File: config.mk
export PLATFORM = sky130hd
export DESIGN_NAME = fft_bfy_sched
export DESIGN_NICKNAME = d
export VERILOG_FILES = /design/src/rtl/fft_bfy_sched.sv
export SDC_FILE = /design/constraint.sdc
export NUM_CORES = 1
export LEC_CHECK = 0
export CAP_MARGIN = 20
export CORE_UTILIZATION = 40
export DETAILED_ROUTE_END_ITERATION = 10
export SETUP_SLACK_MARGIN = 0.15
export SLEW_MARGIN = 0
export SYNTH_ARGS = -nofsm -noshare
export SYNTH_HDL_FRONTEND = slang
export SYNTH_SLANG_ARGS = --single-unit
export TNS_END_PERCENT = 30
File: constraint.sdc
create_clock -name clk -period 7.4 [get_ports clk]
set_clock_uncertainty 0.2 [all_clocks]
set_input_delay 1.48 -clock clk [delete_from_list [all_inputs] [get_ports clk]]
set_output_delay 1.48 -clock clk [all_outputs]
set_load 0.005 [all_outputs]
File: src/rtl/fft_bfy_sched.sv
// Address/twiddle sequencer for an in-place radix-2 DIT FFT with one butterfly core.
// Issues one butterfly per cycle per stage, drains the core between stages, and delays write-back addresses.
module fft_bfy_sched #(
   parameter int FFT_LOG2 = 6,
   parameter int BFY_LAT  = 3
) (
   input  logic                clk,
   input  logic                rst,
   input  logic                start_i,
   output logic                busy_o,
   output logic                done_o,
   output logic [2:0]          stage_o,
   output logic                rd_vld_o,
   output logic [FFT_LOG2-1:0] rd_addr1_o,
   output logic [FFT_LOG2-1:0] rd_addr2_o,
   output logic [FFT_LOG2-2:0] tw_idx_o,
   output logic                wr_vld_o,
   output logic [FFT_LOG2-1:0] wr_addr1_o,
   output logic [FFT_LOG2-1:0] wr_addr2_o
);

   localparam int              AW     = FFT_LOG2;
   localparam int              BW     = FFT_LOG2 - 1;
   localparam logic [BW-1:0]   B_LAST = {BW{1'b1}};
   localparam logic [2:0]      S_LAST = 3'(FFT_LOG2 - 1);
   localparam logic [2:0]      D_LAST = 3'(BFY_LAT - 1);
   localparam logic [2:0]      TW_SH  = 3'(BW);

   typedef enum logic [1:0] {IDLE, RUN, DRAIN, DONE} state_t;

   state_t        r_state;
   logic [BW-1:0] r_b;
   logic [2:0]    r_drain;
   logic [2:0]    r_stage;

   logic [2:0]    w_s;
   logic [BW-1:0] w_b;
   logic [BW-1:0] w_mask;
   logic [BW-1:0] w_k;
   logic [BW-1:0] w_j;
   logic [AW-1:0] w_half;
   logic [AW-1:0] w_addr1;
   logic [AW-1:0] w_addr2;
   logic [BW-1:0] w_tw;

   // Stage/butterfly of the pair to be presented next cycle, and its addresses
   always_comb begin
      w_s = r_stage;
      w_b = r_b + BW'(1);
      if (r_state == IDLE) begin
         w_s = '0;
         w_b = '0;
      end else if (r_state == DRAIN) begin
         w_s = r_stage + 3'd1;
         w_b = '0;
      end
      w_half  = AW'(1) << w_s;
      w_mask  = (BW'(1) << w_s) - BW'(1);
      w_k     = w_b & w_mask;
      w_j     = w_b >> w_s;
      w_addr1 = ({1'b0, w_j} << ({1'b0, w_s} + 4'd1)) | {1'b0, w_k};
      w_addr2 = w_addr1 + w_half;
      w_tw    = w_k << (TW_SH - w_s);
   end

   always_ff @(posedge clk) begin
      if (rst) begin
         r_state    <= IDLE;
         r_b        <= '0;
         r_drain    <= '0;
         r_stage    <= '0;
         busy_o     <= 1'b0;
         done_o     <= 1'b0;
         rd_vld_o   <= 1'b0;
         rd_addr1_o <= '0;
         rd_addr2_o <= '0;
         tw_idx_o   <= '0;
      end else begin
         done_o     <= 1'b0;
         rd_vld_o   <= 1'b0;
         rd_addr1_o <= '0;
         rd_addr2_o <= '0;
         tw_idx_o   <= '0;
         case (r_state)
            IDLE: begin
               if (start_i) begin
                  r_state    <= RUN;
                  r_b        <= '0;
                  busy_o     <= 1'b1;
                  rd_vld_o   <= 1'b1;
                  rd_addr1_o <= w_addr1;
                  rd_addr2_o <= w_addr2;
                  tw_idx_o   <= w_tw;
               end
            end
            RUN: begin
               if (r_b == B_LAST) begin
                  r_state <= DRAIN;
                  r_drain <= '0;
               end else begin
                  r_b        <= w_b;
                  rd_vld_o   <= 1'b1;
                  rd_addr1_o <= w_addr1;
                  rd_addr2_o <= w_addr2;
                  tw_idx_o   <= w_tw;
               end
            end
            DRAIN: begin
               if (r_drain == D_LAST) begin
                  if (r_stage == S_LAST) begin
                     r_state <= DONE;
                     busy_o  <= 1'b0;
                     done_o  <= 1'b1;
                  end else begin
                     r_state    <= RUN;
                     r_stage    <= w_s;
                     r_b        <= '0;
                     rd_vld_o   <= 1'b1;
                     rd_addr1_o <= w_addr1;
                     rd_addr2_o <= w_addr2;
                     tw_idx_o   <= w_tw;
                  end
               end else begin
                  r_drain <= r_drain + 3'd1;
               end
            end
            DONE: begin
               r_state <= IDLE;
               r_stage <= '0;
            end
            default: r_state <= IDLE;
         endcase
      end
   end

   assign stage_o = r_stage;

   logic          r_wv  [BFY_LAT];
   logic [AW-1:0] r_wa1 [BFY_LAT];
   logic [AW-1:0] r_wa2 [BFY_LAT];

   // Write-back delay line; flushed by reset so no stale pair survives an abort
   always_ff @(posedge clk) begin
      if (rst) begin
         for (int i = 0; i < BFY_LAT; i++) begin
            r_wv[i]  <= 1'b0;
            r_wa1[i] <= '0;
            r_wa2[i] <= '0;
         end
      end else begin
         r_wv[0]  <= rd_vld_o;
         r_wa1[0] <= rd_addr1_o;
         r_wa2[0] <= rd_addr2_o;
         for (int i = 1; i < BFY_LAT; i++) begin
            r_wv[i]  <= r_wv[i-1];
            r_wa1[i] <= r_wa1[i-1];
            r_wa2[i] <= r_wa2[i-1];
         end
      end
   end

   assign wr_vld_o   = r_wv[BFY_LAT-1];
   assign wr_addr1_o = r_wa1[BFY_LAT-1];
   assign wr_addr2_o = r_wa2[BFY_LAT-1];

endmodule
Word level (Yosys, flattened, before mapping):

Memories as Yosys holds them, arrays and structs flattened.
Index checks and enable logic that the tools add are counted.

* bits in registers: 33
* bits in writable memories: 39
* input bits: 3
* output and inout bits: 36
* memories kept: 3

Memories
* r_wa1: depth 3, bits a word 6, rd ports 3, clocked after memory_dff 0, wr ports 3, line 139 `logic [AW-1:0] r_wa1 [BFY_LAT];`
* r_wa2: depth 3, bits a word 6, rd ports 3, clocked after memory_dff 0, wr ports 3, line 140 `logic [AW-1:0] r_wa2 [BFY_LAT];`
* r_wv: depth 3, bits a word 1, rd ports 3, clocked after memory_dff 0, wr ports 3, line 138 `logic r_wv [BFY_LAT];`

* add/sub/neg operators: 7
* equal/unequal tests: 13
* shift-type cells: 5
* muxes and demuxes: 57
* bitwise logic cells: 13
* reductions and logical operators: 11

Operator list (count)
* $mux W6: 14
* $mux W5: 10
* $pmux W6 S3: 2
* $pmux W5 S3: 2
* $mux W3: 6
* $mux W1: 14
* $pmux W3 S2: 2
* $ne A2 B2 Y1 const B: 5
* $or A1 B1 Y1: 9
* $reduce_and A3 Y1: 3
* $mux W2: 4
* $pmux W2 S4: 1
* $add A3 B1 Y3 const B: 2
* $add A6 B6 Y6: 1
* $or A6 B5 Y6: 1
* $reduce_bool A2 Y1: 3
* $shl A1 B3 Y6 const A: 1
* $shl A5 B4 Y6: 1
* $add A5 B1 Y5 const B: 1
* $and A5 B5 Y5: 1
* $eq A5 B5 Y1 const B: 1
* $reduce_and A5 Y1: 1
* $shl A1 B3 Y5 const A: 1
* $shl A5 B3 Y5: 1
* other kinds (16): 19

Longest topological paths before layout:

Gate-level depths: netlist of run 1.

* word-level depth: 11
* depth in mapped cells: 20
* gate-level depth less buffers: 18

Worst setup path after synthesis of run 1:

Ideal clock, no wire load.

* kind: reg-to-reg
* start point: register r_stage[1], in the netlist stage_o[1]
* end point: register rd_addr2_o[5]
* library setup time: 0.117 ns
* arrival time: 3.593 ns
* required time: 7.083 ns
* setup slack: 3.490 ns
* stages on the path, launching flop included: 20
* clock period less this slack: 3.910 ns
* path through: dfxtp_1 > clkbuf_1 > inv_1 > ha_1 > nor3b_2 > a21oi_2 > inv_1 > ha_1 > ha_1 > nand2_1 > o31a_1 > inv_1 > ha_1 > a21o_1 > a21oi_1 > o21bai_1 > a21oi_1 > xnor2_1 > xnor2_1 > nor2_1

* longest elaborated chain between the ends: 11
* elaborated cells on any way between the ends: 18
* classes of those cells: add/sub: 4; eq/ne: 1; shift: 4; mux: 7; bitwise: 2

Ends and longest elaborated chain
* start: declaration: line 34 `logic [2:0] r_stage;`
* start signal: assignment: line 116 `r_stage <= w_s;`
* $add A3 B1 Y3: line 54 `w_s = r_stage + 3'd1;`
* $mux W3: line 53 `end else if (r_state == DRAIN) begin`
* $mux W3: line 50 `if (r_state == IDLE) begin`
* $shl A1 B3 Y5: line 58 `w_mask = (BW'(1) << w_s) - BW'(1);`
* $sub A5 B2 Y5: line 58
* $and A5 B5 Y5: line 59 `w_k = w_b & w_mask;`
* $or A6 B5 Y6: line 61 `w_addr1 = ({1'b0, w_j} << ({1'b0, w_s} + 4'd1)) | {1'b0, w_k};`
* $add A6 B6 Y6: line 62 `w_addr2 = w_addr1 + w_half;`
* $mux W6: line 110 `if (r_stage == S_LAST) begin`
* $mux W6: line 109 `if (r_drain == D_LAST) begin`
* $pmux W6 S3 (*): line 84 `case (r_state)`
* end signal: assignment: line 92 `rd_addr2_o <= w_addr2;`
* end signal: assignment: line 104 `rd_addr2_o <= w_addr2;`
* end signal: assignment: line 120 `rd_addr2_o <= w_addr2;`
* end: declaration: line 15 `output logic [FFT_LOG2-1:0] rd_addr2_o,`

Every way passes the cells marked *; elsewhere a longest branch is shown, timed or not.
A chain may end at the register's enable or synchronous reset.

Worst setup path after layout of run 1:

* start point: register r_stage[0], in the netlist stage_o[0]
* end point: register rd_addr2_o[5]

The elaborated chain is that of the path after synthesis.

==> reports/metrics.cfg, run 1 <==
[status]
outcome = completed

[synth]
avgSynthCellArea_um2 = 8.809
synth_area_leaders = dfxtp_1 42%, nor2b_1 8.2%, ha_1 6.5%
ys_types = 62
synth_edf_count = 0
yosysWarningCount = 0
synth_top_cell_area_share = 0.4174
syn-num-nets = 414
synth.cell_area_um2 = 3453
ys_top_cells_by_count = 72 x dfxtp_1, 45 x nor2b_1, 32 x nor2_1
synthArstFlopShare = 0
synth_ff_type = dfxtp_1
synth_most_common_cell = dfxtp_1
synth.largest_area_cell = dfxtp_1
ys_seq_area_frac = 0.4174
synthCells = 392
synth-seq-cells = 72

[critical_path]
crit_path_end_kind = flip-flop
crit_chain = o21a_1 > clkinv_1 > ha_1 > nand2_1 > ha_1 > nor2b_1 > nand3_1 > o31ai_1 > a2111o_1 > o31a_1 > ha_1 > a21oi_1 > xnor2_1 > xnor2_1 > nor2_1
critPathKind = reg -> reg
startpoint_type = flip-flop
max_stage_delay_ns = 0.83
cp_slowest_cell = dfxtp_1
crit_top_cell = ha_1
worstPathRequired_ns = 7.43
worstPathMaxFanout = 26
critPathArrivalTime_ns = 4.73

[finish]
antenna_cells = 0
stdcell_area_um2 = 4004
finalNonFillerCells = 518
finalNetCount = 430
fillers = 796
final_util = 0.4824
drive_gt1_frac = 0.06538
syn2layout_area_growth_pct = 15.94

[floorplanning]
dieHeight_um = 94.92
die_area_um2 = 9009
num_rows = 33
start_util = 0.4161
core-area_um2 = 8299
ios = 39
die_w_um = 94.92

[clock_tree]
clkTransAtPathRegs_ns = 0.08
cts_inserted_buffers = 9
cts_hold_buffers = 0
cts.repair.resized = 0
cts_sinks = 72
root_buffer = clkbuf_8
htreeDepth = 3
cts_max_path_buffers = 2
clkLatencyLatePin_ns = 0.34
cts_tree = yes
cts_setup_buffers = 0

[place]
post-place-ws_ns = 2.744
hpwlAfterDp_mm = 5.256
place_area_um2 = 3775
finalWeightedCongestion = 0.8982
post-place-cells = 502
portBuffers = 38

[sta]
setup_tns_ns = 0
holdWs_ns = 0.2332
rsz0062_at_grt = no
layout_setup_ws_ns = 2.696
worst_slew_pin_slew_ns = 0.9487
slew_headroom = 0.3676
fmax_mhz = 212.6
hold_viol = 0
fin_crit_sh = 0.6357
fin_crit_ns = 4.704
setup_violations = 0
finalMaxSlewViolations = 0

[global_route]
grt_overflow_total = 0
track_usage = 0.1738
antenna_found_initial = 0
grt_pass1_vias = 2401
grt_max_degree = 56
grt_first_pass_wirelength_mm = 11.99

[routing]
drc = 0
vias = 2702
drtAntennaViolNets = 0
via_per_inst = 5.216
wirelength_mm = 7.242
firstDrtPassIters = 4
wl_met2_mm = 3.227
wl_met3_um = 416
wl_met1_mm = 3.402
drt_iter0_drc = 134
top_layer_used = met4
avgRoutedWirePerCell_um = 13.98

[pwr]
p_total_mw = 0.7866
peakVddDrop_mv = 0.08459
leakagePower_nw = 1.568
power_density_nw_per_um2 = 196.5

[job]
max_cap_violations = 0

[hold_path]
hold_class = reg -> reg

==> routing by layer <==
metal,GRT usage,vias up
met1,0.2314,1226
li1,-,1365
met3,0.04026,20
met5,0,-
met2,0.2680,91
met4,0.07323,0
==> worst max-delay path: cells and delay by family, from the launching register on <==
kind	cells	cell delay, ns
simple gates	4	0.54
fa+ha+maj	3	0.84
buf+inv	1	0.38
xor+xnor	2	0.28
flops	1	0.83
compound gates	5	1.53
==> registers in the layout (all words and copies together) (netlist names), 2 cells and up <==
signal,count
tw_idx_o,5
rd_addr1_o,6
stage_o,3
r_b,5
rd_addr2_o,6
r_wv,3
r_wa2,18
r_wa1,18
r_state,2
r_drain,3
==> power breakdown <==
part / switching [mW] / internal [mW] / total [mW]
Combinational: 0.0279 / 0.0173 / 0.0451
Sequential: 0.00289 / 0.393 / 0.396
Clock: 0.152 / 0.194 / 0.346
Total: 0.183 / 0.604 / 0.787
==> cell families after synthesis <==
kind of cell | after synthesis | share of synthesized area
adder cells (fa/ha/maj) | 19 | 0.07102
AND/OR/NAND/NOR | 152 | 0.2413
multiplexers | 1 | 0.002899
buffers and inverters | 54 | 0.07753
AO/OA/AOI/OAI | 83 | 0.1620
flip-flops | 72 | 0.4174
XOR/XNOR | 11 | 0.02790
==> cells in the final DEF, fill, tap and decap left out, types with 4 or more instances in the layout <==
| master | instances |
|---|---|
| nor3_1 | 9 |
| nor2b_1 | 45 |
| o21ai_0 | 14 |
| and2_1 | 7 |
| a21oi_1 | 27 |
| xnor2_1 | 8 |
| nand3b_1 | 6 |
| nand3_1 | 9 |
| nand2b_1 | 5 |
| clkbuf_8 | 9 |
| nand2_1 | 18 |
| ha_1 | 18 |
| a21o_1 | 4 |
| clkdlybuf4s50_1 | 37 |
| dfxtp_1 | 72 |
| inv_1 | 18 |
| nor2_1 | 32 |
| and3_1 | 4 |
==> path summary, 6_finish.rpt <==
check / start / end / slack (ns) / cells past startpoint
worst max-delay path: stage_o[0] / rd_addr2_o[5] / 2.70 / 15
worst min-delay path: r_wa1[0][5] / r_wa1[0][11] / 0.23 / 1
worst max register to register: stage_o[0] / rd_addr2_o[5] / 2.70 / 15
worst min register to register: r_wa1[0][5] / r_wa1[0][11] / 0.23 / 1
==> final cells by class <==
| type | instances | area, µm² | area share |
|---|---|---|---|
| Tap cell | 105 | 131.4 | 0.03281 |
| Inverter | 20 | 75.07 | 0.01875 |
| Clock buffer | 9 | 123.9 | 0.03094 |
| Timing Repair Buffer | 39 | 382.9 | 0.09562 |
| Clock inverter | 7 | 105.1 | 0.02625 |
| Sequential cell | 72 | 1441 | 0.3600 |
| Multi-Input combinational cell | 266 | 1744 | 0.4356 |
(Power assumes the default switching activity.)
==> run 2: changes to the inputs <==
==> constraint.sdc (replaced) <==
create_clock -name clk -period 4 [get_ports clk]
set_clock_uncertainty 0.2 [all_clocks]
set_input_delay 0.8 -clock clk [delete_from_list [all_inputs] [get_ports clk]]
set_output_delay 0.8 -clock clk [all_outputs]
set_load 0.005 [all_outputs]
==> reports/metrics.cfg, run 2 (synthesis gave the netlist of run 1 again) <==
[status]
outcome = completed

[place]
hpwlAfterDp_mm = 5.829  ; +11%
portBuffers = 38  ; unchanged
finalWeightedCongestion = 0.9194  ; +2.4%
post-place-cells = 527  ; +5.0%
post-place-ws_ns = 0.1492  ; -2.595 ns

[floorplanning]
start_util = 0.4161  ; unchanged
dieHeight_um = 94.92  ; unchanged
num_rows = 33  ; unchanged
die_w_um = 94.92  ; unchanged
die_area_um2 = 9009  ; unchanged
core-area_um2 = 8299  ; unchanged
ios = 39  ; unchanged

[finish]
drive_gt1_frac = 0.1438  ; +0.07846
register_area_um2 = 1441  ; unchanged
final_common_cell = dfxtp_1
finalNetCount = 455  ; +5.8%
top_regs = r_wa1 (18), r_wa2 (18)
final_util = 0.5103  ; +0.02789
fillers = 807  ; +1.4%
multi_input_area_um2 = 1808  ; +3.7%
antenna_cells = 0  ; unchanged
layout_common_cells = 72 x dfxtp_1, 44 x nor2b_1, 37 x clkdlybuf4s50_1
syn2layout_area_growth_pct = 22.64
finalNonFillerCells = 543  ; +4.8%

[sta]
hold_viol = 0  ; unchanged
fmax_mhz = 270.0  ; +27%
slew_headroom = 0.6571  ; +0.2896
rsz0062_at_grt = yes
fin_crit_sh = 0.9260  ; +0.2903
finalMaxSlewViolations = 0  ; unchanged
fin_crit_ns = 3.704  ; -1.000 ns
setup_violations = 0  ; unchanged
layout_setup_ws_ns = 0.2961  ; -2.400 ns
worst_slew_pin_slew_ns = 0.5120  ; -0.4366 ns
setup_tns_ns = 0  ; unchanged

[critical_path]
critPathKind = reg -> reg
max_stage_delay_ns = 0.39  ; -0.44 ns
critPathArrivalTime_ns = 3.74  ; -0.99 ns
cp_slowest_cell = dfxtp_1
crit_top_cell = xnor2_1
worstPathRequired_ns = 4.04  ; -3.39 ns
crit_path_end_kind = flip-flop
critPathBufInv = 2  ; +1
crit_family = compound AO/OA/AOI/OAI gates
crit_chain = ha_2 > nor3b_4 > a21oi_4 > buf_4 > or3_1 > and3_1 > o31a_1 > inv_1 > ha_1 > a21o_1 > a21oi_2 > o21bai_1 > a21oi_1 > xnor2_1 > xnor2_1 > nor2_1
startpoint_type = flip-flop
worstPathMaxFanout = 8  ; -69%

[routing]
drc = 0  ; unchanged
vias = 2785  ; +3.1%
firstDrtPassIters = 4  ; unchanged
drt_iter0_drc = 79  ; -41%
avgRoutedWirePerCell_um = 14.18  ; +1.4%
wirelength_mm = 7.700  ; +6.3%
via_per_inst = 5.129  ; -1.7%
drtAntennaViolNets = 0  ; unchanged

[pwr]
power_frac_clock = 0.421  ; -0.019
leakagePower_nw = 1.678  ; +7.0%
switching_share = 0.2538  ; +0.02137
power_frac_seq = 0.513  ; +0.010
power_density_nw_per_um2 = 336.7  ; +71%
pwr-share-comb = 0.066  ; +0.009
power_switching_mw = 0.3620  ; +98%
p_int_mw = 1.064  ; +76%
peakVddDrop_mv = 0.1388  ; +64%

[clock_tree]
cts_inserted_buffers = 9  ; unchanged
cts_sinks = 72  ; unchanged
cts_max_path_buffers = 2  ; unchanged
cts_hold_buffers = 0  ; unchanged
htreeDepth = 3  ; unchanged
root_buffer = clkbuf_8
cts_setup_buffers = 0  ; unchanged
clkTransAtPathRegs_ns = 0.08  ; about the same
cts_tree = yes
clkLatencyLatePin_ns = 0.34  ; about the same

[global_route]
grt_first_pass_wirelength_mm = 12.65  ; +5.5%
antenna_found_initial = 0  ; unchanged
grt_max_degree = 55  ; -1.8%
grt_overflow_total = 0  ; unchanged
track_usage = 0.1856  ; +0.01183
grt_pass1_vias = 2512  ; +4.6%

[hold_path]
hold_class = reg -> reg

[job]
max_cap_violations = 0  ; unchanged

## run 2: cell count changes in the layout (fill, tap and decap cells not counted), moves of 2 or more
cell	before	now
buf_4	1	26
ha_1	18	13
ha_2	0	4
clkinv_4	3	0
inv_6	0	2
## run 2: path summary, 6_finish.rpt
kind,endpoint,startpoint,depth (start not counted),slack (ns)
hold / removal,r_wa2[0][11],r_wa2[0][5],1,0.24
setup reg to reg,rd_addr2_o[5],stage_o[0],16,0.30
hold reg to reg,r_wa2[0][11],r_wa2[0][5],1,0.24
setup / recovery,rd_addr2_o[5],stage_o[0],16,0.30
## run 2: final cells by class
cell class | count | area share
clock buffer | 9 | 0.02925
inverter | 20 | 0.01773
tap | 105 | 0.03102
timing repair buffer | 64 | 0.1347
sequential | 72 | 0.3403
multi-input combinational | 266 | 0.4269
clock inverter | 7 | 0.02009
## run 2: through the flow
stage	power [mW]	cell area [µm²]	hold WS, ns
3_5_place_dp	0.8418	3970	0.2204
2_1_floorplan	0.8094	3461	0.2138
4_1_cts	1.444	4182	0.2384
3_3_place_gp	0.8425	3970	0.2176
6_report	1.426	4235	0.2357
5_1_grt	1.488	4235	0.2386
## run 2: timing repair
action                     4_1_cts  5_1_grt
cloned                           0        0
setup endpoints to repair        1        2
pin swaps                        0        1
resized for setup                1       12
## run 2: routing by layer
metal,vias up,part of all wire,global-route usage
li1,1419,-,-
met1,1285,0.48,0.2457
met4,0,0.026,0.07702
met2,67,0.45,0.2908
met5,-,0,0
met3,14,0.041,0.04026
## run 2: power by group through the flow
stage          Combinational [mW]  Clock [mW]  Sequential, mW
2_1_floorplan              0.0612           0           0.748
3_3_place_gp               0.0936           0           0.749
3_5_place_dp               0.0925           0           0.749
4_1_cts                    0.0931       0.618           0.732
5_1_grt                     0.103       0.650           0.734
6_report                   0.0936       0.600           0.732
==> run 3: changes to the inputs <==
--- a/config.mk
+++ b/config.mk
@@ -6,8 +6,11 @@
 export NUM_CORES = 1
 export LEC_CHECK = 0
 export CAP_MARGIN = 20
-export CORE_UTILIZATION = 40
+export CELL_PAD_IN_SITES_DETAIL_PLACEMENT = 0
+export CELL_PAD_IN_SITES_GLOBAL_PLACEMENT = 1
+export CORE_UTILIZATION = 38
 export DETAILED_ROUTE_END_ITERATION = 10
+export PLACE_DENSITY_LB_ADDON = 0.1
 export SETUP_SLACK_MARGIN = 0.15
 export SLEW_MARGIN = 0
 export SYNTH_ARGS = -nofsm -noshare
==> reports/metrics.cfg, run 3 (synthesis gave the netlist of run 1 again) <==
[pwr]
leakagePower_nw = 1.739  ; +3.6%
p_total_mw = 1.461  ; +2.4%
power_density_nw_per_um2 = 331.9  ; -1.4%
peakVddDrop_mv = 0.1943  ; +40%

[floorplanning]
die_area_um2 = 9473  ; +5.2%
start_util = 0.3941  ; -0.02204
num_rows = 34  ; +3.0%
ios = 39  ; unchanged
die_w_um = 97.33  ; +2.5%
core-area_um2 = 8763  ; +5.6%
dieHeight_um = 97.33  ; +2.5%

[critical_path]
critPathKind = reg -> reg
startpoint_type = flip-flop
crit_path_end_kind = flip-flop
worstPathMaxFanout = 7  ; -1
worstPathRequired_ns = 4.02  ; -0.02 ns
critPathArrivalTime_ns = 3.66  ; -0.08 ns

[sta]
layout_setup_ws_ns = 0.3644  ; +0.06833 ns
slew_headroom = 0.6427  ; -0.01446
finalMaxSlewViolations = 0  ; unchanged
hold_viol = 0  ; unchanged
fin_crit_sh = 0.9089  ; -0.01708
fin_crit_ns = 3.636  ; -0.06833 ns
setup_violations = 0  ; unchanged
rsz0062_at_grt = no
fmax_mhz = 275.1  ; +1.9%
worst_slew_pin_slew_ns = 0.5336  ; +0.02160 ns

[global_route]
grt_pass1_vias = 2650  ; +5.5%
grt_overflow_total = 0  ; unchanged
antenna_found_initial = 0  ; unchanged
track_usage = 0.1742  ; -0.01141
grt_first_pass_wirelength_mm = 13.08  ; +3.4%
grt_max_degree = 55  ; unchanged

[finish]
top_regs = r_wa1 (18), r_wa2 (18)
antenna_cells = 0  ; unchanged
drive_gt1_frac = 0.1808  ; +0.03697
stdcell_area_um2 = 4400  ; +3.9%
layout_common_cells = 70 x dfxtp_1, 44 x nor2b_1, 37 x clkdlybuf4s50_1
fillers = 842  ; +4.3%
syn2layout_area_growth_pct = 27.43
finalNetCount = 465  ; +2.2%
final_common_cell = dfxtp_1

[clock_tree]
htreeDepth = 3  ; unchanged
cts_hold_buffers = 0  ; unchanged
cts_sinks = 72  ; unchanged
cts_inserted_buffers = 9  ; unchanged
clkLatencyLatePin_ns = 0.34  ; about the same
clkTransAtPathRegs_ns = 0.08  ; about the same
root_buffer = clkbuf_8
cts_tree = yes
cts_max_path_buffers = 2  ; unchanged

[routing]
wirelength_mm = 7.980  ; +3.6%
drt_iter0_drc = 145  ; +84%
avgRoutedWirePerCell_um = 14.35  ; +1.2%
vias = 2801  ; +0.57%
drc = 0  ; unchanged
firstDrtPassIters = 4  ; unchanged
drtAntennaViolNets = 0  ; unchanged
via_per_inst = 5.038  ; -1.8%

[place]
finalWeightedCongestion = 0.9321  ; +1.4%
portBuffers = 38  ; unchanged
post-place-ws_ns = -0.01821  ; -0.1674 ns
hpwlAfterDp_mm = 5.736  ; -1.6%
place_area_um2 = 3979  ; +0.22%

[job]
max_cap_violations = 0  ; unchanged

[status]
outcome = completed

[hold_path]
hold_class = reg -> reg

run 3: cell type report:
type                    instances  area (µm²)  area share
flip-flops and latches         72        1444      0.3281
well taps                     108       135.1     0.03071
clock inverters                 6       92.59     0.02104
multi-input cells             266        1868      0.4245
clock buffers                  10       127.6     0.02900
repair buffers                 74       658.1      0.1496
inverters                      20       75.07     0.01706
run 3: final timing paths:
check | startpoint | endpoint | slack [ns] | depth (start not counted)
min reg2reg | r_wa1[0][2] | r_wa1[0][8] | 0.23 | 1
max reg2reg | r_b[0] | rd_addr2_o[5] | 0.36 | 17
min | r_wa1[0][2] | r_wa1[0][8] | 0.23 | 1
max | r_b[0] | rd_addr2_o[5] | 0.36 | 17
run 3: worst max-delay path, cell delays in order (launching register included):
cell and delay [ns]:
dfxtp_2 0.37, ha_2 0.23, and3_1 0.23, ha_4 0.31, nand2_1 0.09, a31oi_4 0.24, nand3b_1 0.12, and3_1 0.16
o31a_1 0.33, inv_1 0.07, ha_1 0.21, a21o_1 0.19, a21oi_2 0.16, o21bai_1 0.08, a21oi_1 0.17, xnor2_1 0.15
xnor2_1 0.13, nor2_1 0.05
run 3: timing repair:
action | CTS | global route
buffers inserted | 0 | 11
gates resized for setup | 7 | 18
endpoints found under the hold margin | 0 | 0
setup endpoints to repair | 1 | 2
pin swaps | 0 | 4
gates cloned | 0 | 0
run 3: routing by layer:
metal | global-route usage | wire, µm | vias to the layer above
li1 | - | - | 1429
met1 | 0.2202 | 3867 | 1304
met2 | 0.2790 | 3705 | 60
met3 | 0.04676 | 316 | 8
met4 | 0.07579 | 91 | 0
met5 | 0 | 0 | -
run 3: power breakdown:
part | internal (mW) | switching (mW)
sequential | 0.727 | 0.00657
clock | 0.354 | 0.274
combinational | 0.0416 | 0.0565
total | 1.12 | 0.337
run 3: through the flow:
step	std cells	hold WS (ns)	util	TNS [ns]
detailed placement	529	0.2223	0.4540	-0.01821
floorplan	392	0.2138	-	0
CTS	545	0.2295	0.4836	0
finish	556	0.2311	0.5021	0
global placement	529	0.2158	0.4540	-0.1048
global route	556	0.2540	0.5021	0
